`src/rtl/mod6_histogram.sv`:
```
// Histogram of mod-6 residues over a fixed sample window, with a registered bin read port.
// Illegal residues 6/7 count toward the window and set a sticky error flag.
module mod6_histogram #(
    parameter int CNT_W  = 8,
    parameter int WINDOW = 48
) (
    input  logic             clk,
    input  logic             rst_n,
    input  logic [2:0]       mod6_value,
    input  logic             in_valid,
    output logic             in_ready,
    input  logic             clear,
    input  logic [2:0]       rd_bin,
    output logic [CNT_W-1:0] rd_count,
    output logic [7:0]       total,
    output logic             done,
    output logic             err
);

    typedef enum logic {
        ST_COLLECT = 1'b0,
        ST_DONE    = 1'b1
    } state_t;

    localparam int              NUM_BINS = 6;
    localparam logic [CNT_W-1:0] CNT_MAX = '1;
    localparam logic [CNT_W-1:0] CNT_ONE = CNT_W'(1);
    localparam logic [7:0]       WIN     = 8'(WINDOW);

    state_t           state_q, state_d;
    logic [CNT_W-1:0] bins_q [NUM_BINS];
    logic [CNT_W-1:0] bins_d [NUM_BINS];
    logic [7:0]       total_q, total_d;
    logic             err_q, err_d;
    logic [CNT_W-1:0] rd_count_q, rd_count_d;
    logic             accept;

    assign in_ready = (state_q == ST_COLLECT) && !clear;
    assign accept   = in_valid && in_ready;
    assign done     = (state_q == ST_DONE);
    assign total    = total_q;
    assign err      = err_q;
    assign rd_count = rd_count_q;

    always_comb begin
        // NOTE: every variable gets its hold value first so no path can infer a latch.
        state_d = state_q;
        bins_d  = bins_q;
        total_d = total_q;
        err_d   = err_q;

        if (clear) begin
            state_d = ST_COLLECT;
            total_d = '0;
            err_d   = 1'b0;
            for (int b = 0; b < NUM_BINS; b++) begin
                bins_d[b] = '0;
            end
        end else if (accept) begin
            total_d = total_q + 8'd1;
            if (mod6_value > 3'd5) begin
                err_d = 1'b1;
            end
            // Saturating increment of the addressed bin; illegal residues match no bin.
            for (int b = 0; b < NUM_BINS; b++) begin
                if (mod6_value == 3'(b) && bins_q[b] != CNT_MAX) begin
                    bins_d[b] = bins_q[b] + CNT_ONE;
                end
            end
            if (total_q + 8'd1 == WIN) begin
                state_d = ST_DONE;
            end
        end
    end

    // Reads the registered bins, so a same-cycle increment is seen one cycle later.
    always_comb begin
        rd_count_d = '0;
        for (int b = 0; b < NUM_BINS; b++) begin
            if (rd_bin == 3'(b)) begin
                rd_count_d = bins_q[b];
            end
        end
    end

    // NOTE: sequential state uses non-blocking assignments so all registers update together.
    always_ff @(posedge clk or negedge rst_n) begin
        if (!rst_n) begin
            state_q    <= ST_COLLECT;
            total_q    <= '0;
            err_q      <= 1'b0;
            rd_count_q <= '0;
            // NOTE: the bin array is small register storage, so it is reset like any flop.
            for (int b = 0; b < NUM_BINS; b++) begin
                bins_q[b] <= '0;
            end
        end else begin
            state_q    <= state_d;
            total_q    <= total_d;
            err_q      <= err_d;
            rd_count_q <= rd_count_d;
            bins_q     <= bins_d;
        end
    end

endmodule

```
`config.mk`:
```
export PLATFORM = sky130hd
export DESIGN_NAME = mod6_histogram
export DESIGN_NICKNAME = d
export VERILOG_FILES = /design/src/rtl/mod6_histogram.sv
export SDC_FILE = /design/constraint.sdc
export NUM_CORES = 1
export LEC_CHECK = 0
export CAP_MARGIN = 20
export CORE_ASPECT_RATIO = 0.6
export CORE_MARGIN = 10
export CORE_UTILIZATION = 56
export DETAILED_ROUTE_END_ITERATION = 7
export PLACE_DENSITY_LB_ADDON = 0.08
export SLEW_MARGIN = 25
export SYNTH_ARGS = -nofsm -noshare
export SYNTH_HDL_FRONTEND = slang
export SYNTH_SLANG_ARGS = --single-unit
```
`constraint.sdc`:
```
create_clock -name clk -period 2.8 [get_ports clk]
set_input_delay 0.7 -clock clk [delete_from_list [all_inputs] [get_ports clk]]
set_output_delay 0.7 -clock clk [all_outputs]
set_load 0.05 [all_outputs]
```
Word level (Yosys, flattened, before mapping):

Index checks and enable logic that the tools add are counted.

* input bits: 10
* output and inout bits: 19
* register bits: 66
* word-level logic and storage cells: 86

* muxes and demuxes: 22
* magnitude comparators: 1
* eq/ne operators: 17
* $add $sub $neg: 7
* reduce and logical (&&, ||, !) cells: 28
* bitwise gates (word level): 1

Operator list (number)
* 8-bit two-way mux: 14
* 48-bit two-way mux: 2
* 8-bit by 1-bit adder with 8-bit output, second input constant: 7
* 8-bit inequality test, second input constant: 6
* 2-bit nonzero test: 9
* 2-bit AND reduction: 8
* 3-bit by 2-bit equality test with 1-bit output, second input constant: 4
* 3-bit equality test, second input constant: 4
* 8-bit by 6-bit equality test with 1-bit output, second input constant: 1
* 1-bit logical AND: 8
* 3-bit by 1-bit equality test with 1-bit output, second input constant: 2
* 3-bit zero test: 2
* 1-bit two-way mux: 6
* 3-bit greater-than comparator, second input constant: 1
* 1-bit zero test: 1
* 1-bit NOT: 1

Depth between registers and ports, before layout:

Gate-level depths: netlist of run 1.

* depth in word-level cells: 7
* gate-level depth with buffers: 6
* gate-level depth less buffers: 5

Worst setup path after synthesis of run 1:

Ideal clock, no wire load.

* path kind: input port to output port
* from: input port clear
* to: output port in_ready
* stages on the path: 5
* arrival: 2.123 ns
* slack: -0.023 ns
* required time: 2.100 ns
* cell sequence: buf_2 > buf_2 > buf_1 > buf_1 > nor2_1

* cells in the longest elaborated chain, start to end: 2

RTL lines
* from (decl): RTL line 12 `input logic clear,`
* 1-bit zero test: RTL line 38 `assign in_ready = (state_q == ST_COLLECT) && !clear;`
* 1-bit logical AND: RTL line 38
* to (decl): RTL line 11 `output logic in_ready,`

No other way between the ends.

Final worst setup path of run 1:

* from: register total_q[3], in the netlist total[3]
* to: output port total[3]

RTL lines
* from (decl): RTL line 33 `logic [7:0] total_q, total_d;`
* from (signal assigned): RTL line 99 `total_q <= total_d;`
* to (decl): RTL line 15 `output logic [7:0] total,`

No word-level cell between the ends.

==> results of run 1 <==
cells in the mapped netlist, drive strengths merged, types with 2 or more instances:
cell,instances
a211oi,6
a21oi,38
a311oi,2
a31oi,4
a41oi,2
and3,7
and3b,2
and4,2
buf,12
clkbuf,9
dfrtp,66
ha,7
inv,10
mux2,5
mux2i,20
nand2,26
nand2b,5
nand3,14
nand4,14
nor2,36
nor2b,7
nor3,9
nor3b,2
nor4,2
o211ai,8
o21ai,24
o221ai,8
o311ai,5
o31ai,7
o41ai,6
or3,11
or3b,5
or4,8
xnor2,4
xor2,3
layer usage:
| layer | wire length (um) | part of all wire (%) | up-vias | track usage, % |
|---|---|---|---|---|
| met3 | 751 | 7.8 | 10 | 6.40 |
| met5 | 0 | 0 | - | 0 |
| met2 | 4280 | 44 | 129 | 26.7 |
| met1 | 4520 | 47 | 1610 | 24.4 |
| li1 | - | - | 1610 | - |
| met4 | 105 | 1.1 | 0 | 5.87 |
logic make-up after synthesis:
logic type | Yosys count | synth area share (%)
XOR/XNOR | 7 | 1.59
AO/OA/AOI/OAI | 118 | 20.8
buffers and inverters | 31 | 3.76
flip-flops | 66 | 42.7
AND/OR/NAND/NOR | 155 | 22.2
multiplexers | 25 | 6.64
adder cells (fa/ha/maj) | 7 | 2.27
through the flow:
stage / area, um2 / hold slack (ns) / worst slack [ns] / utilization (%) / total power [mW]
floorplan: 3870 / 0.404 / 0.191 / - / 1.09
global placement: 4200 / 0.494 / 0.268 / 62.9 / 1.15
detailed placement: 4200 / 0.504 / 0.238 / 62.9 / 1.16
CTS: 4490 / 0.391 / 0.410 / 67.3 / 2.27
global route: 4490 / 0.405 / 0.374 / 67.3 / 2.33
finish: 4490 / 0.375 / 0.436 / 67.3 / 2.26
registers in the layout (all words and copies together) (netlist names):
register and flops:
done 1, rd_count 8, total 8, bins_q 48
err 1
final timing paths:
kind,endpoint,from,slack [ns],cells past startpoint
setup reg to reg,bins_q[30]$_DFFE_PN0P_,done$_DFFE_PN0P_,0.97,4
setup / recovery,total[3],total[3]$_DFFE_PN0P_,0.44,1
hold / removal,bins_q[26]$_DFFE_PN0P_,rst_n,0.38,2
min in group clk,err$_DFFE_PN0P_,err$_DFFE_PN0P_,0.52,2
max in group asynchronous,bins_q[38]$_DFFE_PN0P_,rst_n,2.14,2
hold reg to reg,err$_DFFE_PN0P_,err$_DFFE_PN0P_,0.52,2
report_power, final:
part / internal (mW) / switching [mW] / total (mW)
clock: 0.724 / 0.398 / 1.12
sequential: 0.964 / 0.0118 / 0.975
combinational: 0.0529 / 0.111 / 0.164
total: 1.74 / 0.521 / 2.26
cell type report:
type,count,share of cell area [%]
clock inverters,3,0.892
repair buffers,33,7.36
well taps,87,2.42
clock buffers,11,5.63
inverters,10,0.836
flip-flops and latches,66,36.8
multi-input cells,312,46.1
==> reports/results.ini, run 1 <==
[status]
status=finished clean

[grt]
grt_pass1_vias=3183
grt_util_all_layers_pct=18.2
antenna_found_initial=0
grt_pass1_wl_um=16100
grt_max_degree=71
overflow=0

[finish]
syn2layout_area_growth_pct=16.2
layout_common_cells=dfrtp_1 (66), a21oi_1 (38), nor2_1 (35)
drive_gt1_share_pct=10.8
multi_input_area_um2=2070
num-fill-cells=520
antenna_cells=0
seq_area_um2=1650
finalNonFillerCells=522
mostFrequentLayoutCell=dfrtp_1
nets=449

[min_path]
hp-class=primary input to async pin

[place]
dp_hpwl_um=6470
io_buffers=28
globalplace.congestion=0.899
placed_cells=508

[clock_network]
htree_levels=3
cts_tree=yes
cts.sinks=66
cts_resized=0
clk_pin_slew_ns=0.05
numCtsBuffers=9
hold_buffers=0
clk_latency_ns=0.34
max-clock-path-buffers=2
cts-root-buf=clkbuf_16
cts_setup_buffers=0

[timing]
fin_skew_ns=0.00734
setup_viol_count_final=0
drv_slew=0
hold_viol_final=0
fin_crit_sh_pct=84.4
fin_tns_setup_ns=0
period_needed_ns=2.36
slew_headroom_pct=59.8
worst_slew_pin_slew_ns=0.601
rsz0062_at_grt=false
fmax_mhz=423

[synthesis]
yosysTopAreaCellShare_pct=42.7
synth_ff_type=dfrtp_1
syn_inst=409
ys_ff_latch=66
synth_area_um2=3860
synth_fp_nets=426
async_reset_ff_share_pct=100
ys_seq_area_share_pct=42.7
yosys_warnings=0
avgSynthCellArea_um2=9.45
synth_edf_count=0
synth_area_leaders=dfrtp_1 (43%), mux2i_1 (5.2%), a21oi_1 (4.9%)
synth_area_leader_cell=dfrtp_1
ys_types=58

[drt]
first_pass_iters=5
routed_wl_um=9660
ant_nets=0
drt_iter0_markers=417
route.detailed.drc=0
via_count=3359
routedWlPerCell_um=18.5
drt-vias-per-instance=6.43

[flow_run]
cap_violations=0

[critical_path]
required_ns=2.10
path_delay_family=buffers and inverters
path_max_fanout=9
critPathKind=flip-flop to output pin
cp-start-kind=flip-flop
critPathBufInv=1
slowest_delay_ns=0.86
critPathSlowestCell=clkdlybuf4s50_1
critPathArrivalTime_ns=1.66
path_cells=clkdlybuf4s50_1
end_kind=output pin

[floorplanning]
die_y_um=84.3
dieArea_um2=10700
start_util_pct=57.9
core-area_um2=6680
fp-row-count=23
die_w_um=127
pin_count=29

[power_and_ir_drop]
p_leak_nw=1.79
power.density_nw_per_um2=504
ir_drop_mv=0.384

Power figures use the tool's default switching activity.
==> run 2, diff against run 1 <==
==> constraint.sdc (replaced) <==
create_clock -name clk -period 2.5 [get_ports clk]
set_input_delay 0.625 -clock clk [delete_from_list [all_inputs] [get_ports clk]]
set_output_delay 0.625 -clock clk [all_outputs]
set_load 0.05 [all_outputs]
==> reports/results.ini, run 2 (synthesis gave the netlist of run 1 again) <==
[status]
status=finished clean

[floorplanning]
core-area_um2=6680  ; unchanged
die_y_um=84.3  ; unchanged
dieArea_um2=10700  ; unchanged
fp-row-count=23  ; unchanged
die_w_um=127  ; unchanged
start_util_pct=57.9  ; unchanged
pin_count=29  ; unchanged

[power_and_ir_drop]
sequentialPowerShare_pct=42.5  ; -0.6 points
p_switching_uw=578  ; +11%
switching_share_pct=22.5  ; -0.55 points
ir_drop_mv=0.537  ; +40%
intPower_mw=1.99  ; +15%
power.density_nw_per_um2=561  ; +11%
p_leak_nw=1.85  ; +3.2%
clkPwrFrac_pct=49.9  ; +0.3 points
p_comb_share_pct=7.6  ; +0.4 points

[place]
globalplace.congestion=0.902  ; +0.42%
io_buffers=28  ; unchanged
dp_hpwl_um=6800  ; +5.1%

[critical_path]
critPathSlowestCell=clkdlybuf4s50_1
cp-start-kind=flip-flop
path_max_fanout=9  ; unchanged
slowest_delay_ns=0.86  ; about the same
path_cells=clkdlybuf4s50_1
end_kind=output pin
r2r_start=done$_DFFE_PN0P_
required_ns=1.88  ; -0.22 ns
critPathKind=flip-flop to output pin
path_delay_family=buffers and inverters
startpoint=total[3]$_DFFE_PN0P_
critPathBufInv=1  ; unchanged
critPathArrivalTime_ns=1.67  ; about the same

[drt]
ant_nets=0  ; unchanged
via_count=3436  ; +2.3%
first_pass_iters=8  ; +3
routed_wl_um=9670  ; about the same
route.detailed.drc=0  ; unchanged
routedWlPerCell_um=18.1  ; -2.2%
drt_iter0_markers=436  ; +4.6%
drt-vias-per-instance=6.43  ; about the same

[clock_network]
cts.sinks=66  ; unchanged
clk_latency_ns=0.33  ; about the same
cts_tree=yes
cts-root-buf=clkbuf_16
htree_levels=3  ; unchanged
clk_pin_slew_ns=0.05  ; about the same
cts_resized=0  ; unchanged
cts_setup_buffers=0  ; unchanged
hold_buffers=0  ; unchanged
max-clock-path-buffers=2  ; unchanged
numCtsBuffers=9  ; unchanged

[timing]
period_needed_ns=2.29
fin_skew_ns=0.00351  ; -0.00383 ns
drv_slew=0  ; unchanged
slew_headroom_pct=60.4  ; +0.64 points
fin_crit_sh_pct=91.8
fmax_mhz=436
worst_slew_pin_slew_ns=0.591  ; -0.0103 ns
timing.hold.ws_ns=0.304  ; -0.0712 ns
rsz0062_at_grt=false
hold_viol_final=0  ; unchanged
setup_viol_count_final=0  ; unchanged
fin_tns_setup_ns=0  ; unchanged

[finish]
seq_area_um2=1650  ; unchanged
layout_common_cells=dfrtp_1 (66), a21oi_1 (38), nor2_1 (35)
nets=460  ; +2.4%
mostFrequentLayoutCell=dfrtp_1
syn2layout_area_growth_pct=18.7
largest_reg_flops=48  ; unchanged
multi_input_area_um2=2070  ; unchanged
antenna_cells=0  ; unchanged
num-fill-cells=507  ; -2.5%
largest-register=bins_q
drive_gt1_share_pct=13.0  ; +2.2 points

[grt]
grt_max_degree=67  ; -5.6%
grt_pass1_wl_um=16400  ; +1.8%
grt_util_all_layers_pct=18.6  ; +0.38 points
grt_pass1_vias=3207  ; +0.75%
antenna_found_initial=0  ; unchanged
overflow=0  ; unchanged

[min_path]
hp-class=primary input to async pin

[flow_run]
cap_violations=0  ; unchanged

[run 2: final cells by class]
type | count | area share [%]
Multi-Input combinational cell | 312 | 45.1
Tap cell | 87 | 2.37
Clock inverter | 2 | 0.764
Clock buffer | 13 | 5.89
Timing Repair Buffer | 44 | 9.00
Inverter | 10 | 0.819
Sequential cell | 66 | 36.0
[run 2: per-stage QoR]
step	cell area (um2)	setup WS (ns)	utilization (%)	instances	power (mW)
2_1_floorplan	3870	0.0409	-	409	1.22
3_3_place_gp	4280	0.0649	64.1	519	1.30
3_5_place_dp	4280	0.00551	64.1	519	1.31
4_1_cts	4590	0.198	68.7	534	2.59
5_1_grt	4590	0.153	68.7	534	2.66
6_report	4590	0.206	68.7	534	2.57
[run 2: power by group through the flow]
| stage | Clock, mW | Combinational, mW | Sequential [mW] |
|---|---|---|---|
| after floorplan | 0 | 0.0940 | 1.12 |
| after global placement | 0 | 0.193 | 1.11 |
| after detailed placement | 0 | 0.196 | 1.11 |
| after CTS | 1.30 | 0.197 | 1.09 |
| after global routing | 1.35 | 0.214 | 1.09 |
| final | 1.28 | 0.196 | 1.09 |
[run 2: final timing paths]
kind,endpoint,slack (ns),depth (start not counted)
max,total[3],0.21,1
max reg2reg,bins_q[39]$_DFFE_PN0P_,0.75,4
min,bins_q[29]$_DFFE_PN0P_,0.30,2
min reg2reg,err$_DFFE_PN0P_,0.51,2
max in group asynchronous,bins_q[39]$_DFFE_PN0P_,1.91,2
min in group clk,err$_DFFE_PN0P_,0.51,2
[run 2: metal layers]
metal / vias to the layer above / GRT usage (%) / part of all wire (%)
met1: 1662 / 26.2 / 48
met4: 0 / 5.36 / 1.0
met2: 133 / 26.4 / 44
li1: 1630 / - / -
met5: - / 0 / 0
met3: 11 / 5.96 / 7.0
==> run 3, diff against run 2 <==
--- a/config.mk
+++ b/config.mk
@@ -9,6 +9,7 @@
 export CORE_ASPECT_RATIO = 0.6
 export CORE_MARGIN = 10
 export CORE_UTILIZATION = 56
+export CTS_CLUSTER_SIZE = 25
 export DETAILED_ROUTE_END_ITERATION = 7
 export PLACE_DENSITY_LB_ADDON = 0.08
 export SLEW_MARGIN = 25
==> results of run 3 <==
Same layout as run 2: the final DEF is identical, and so are final timing and power.
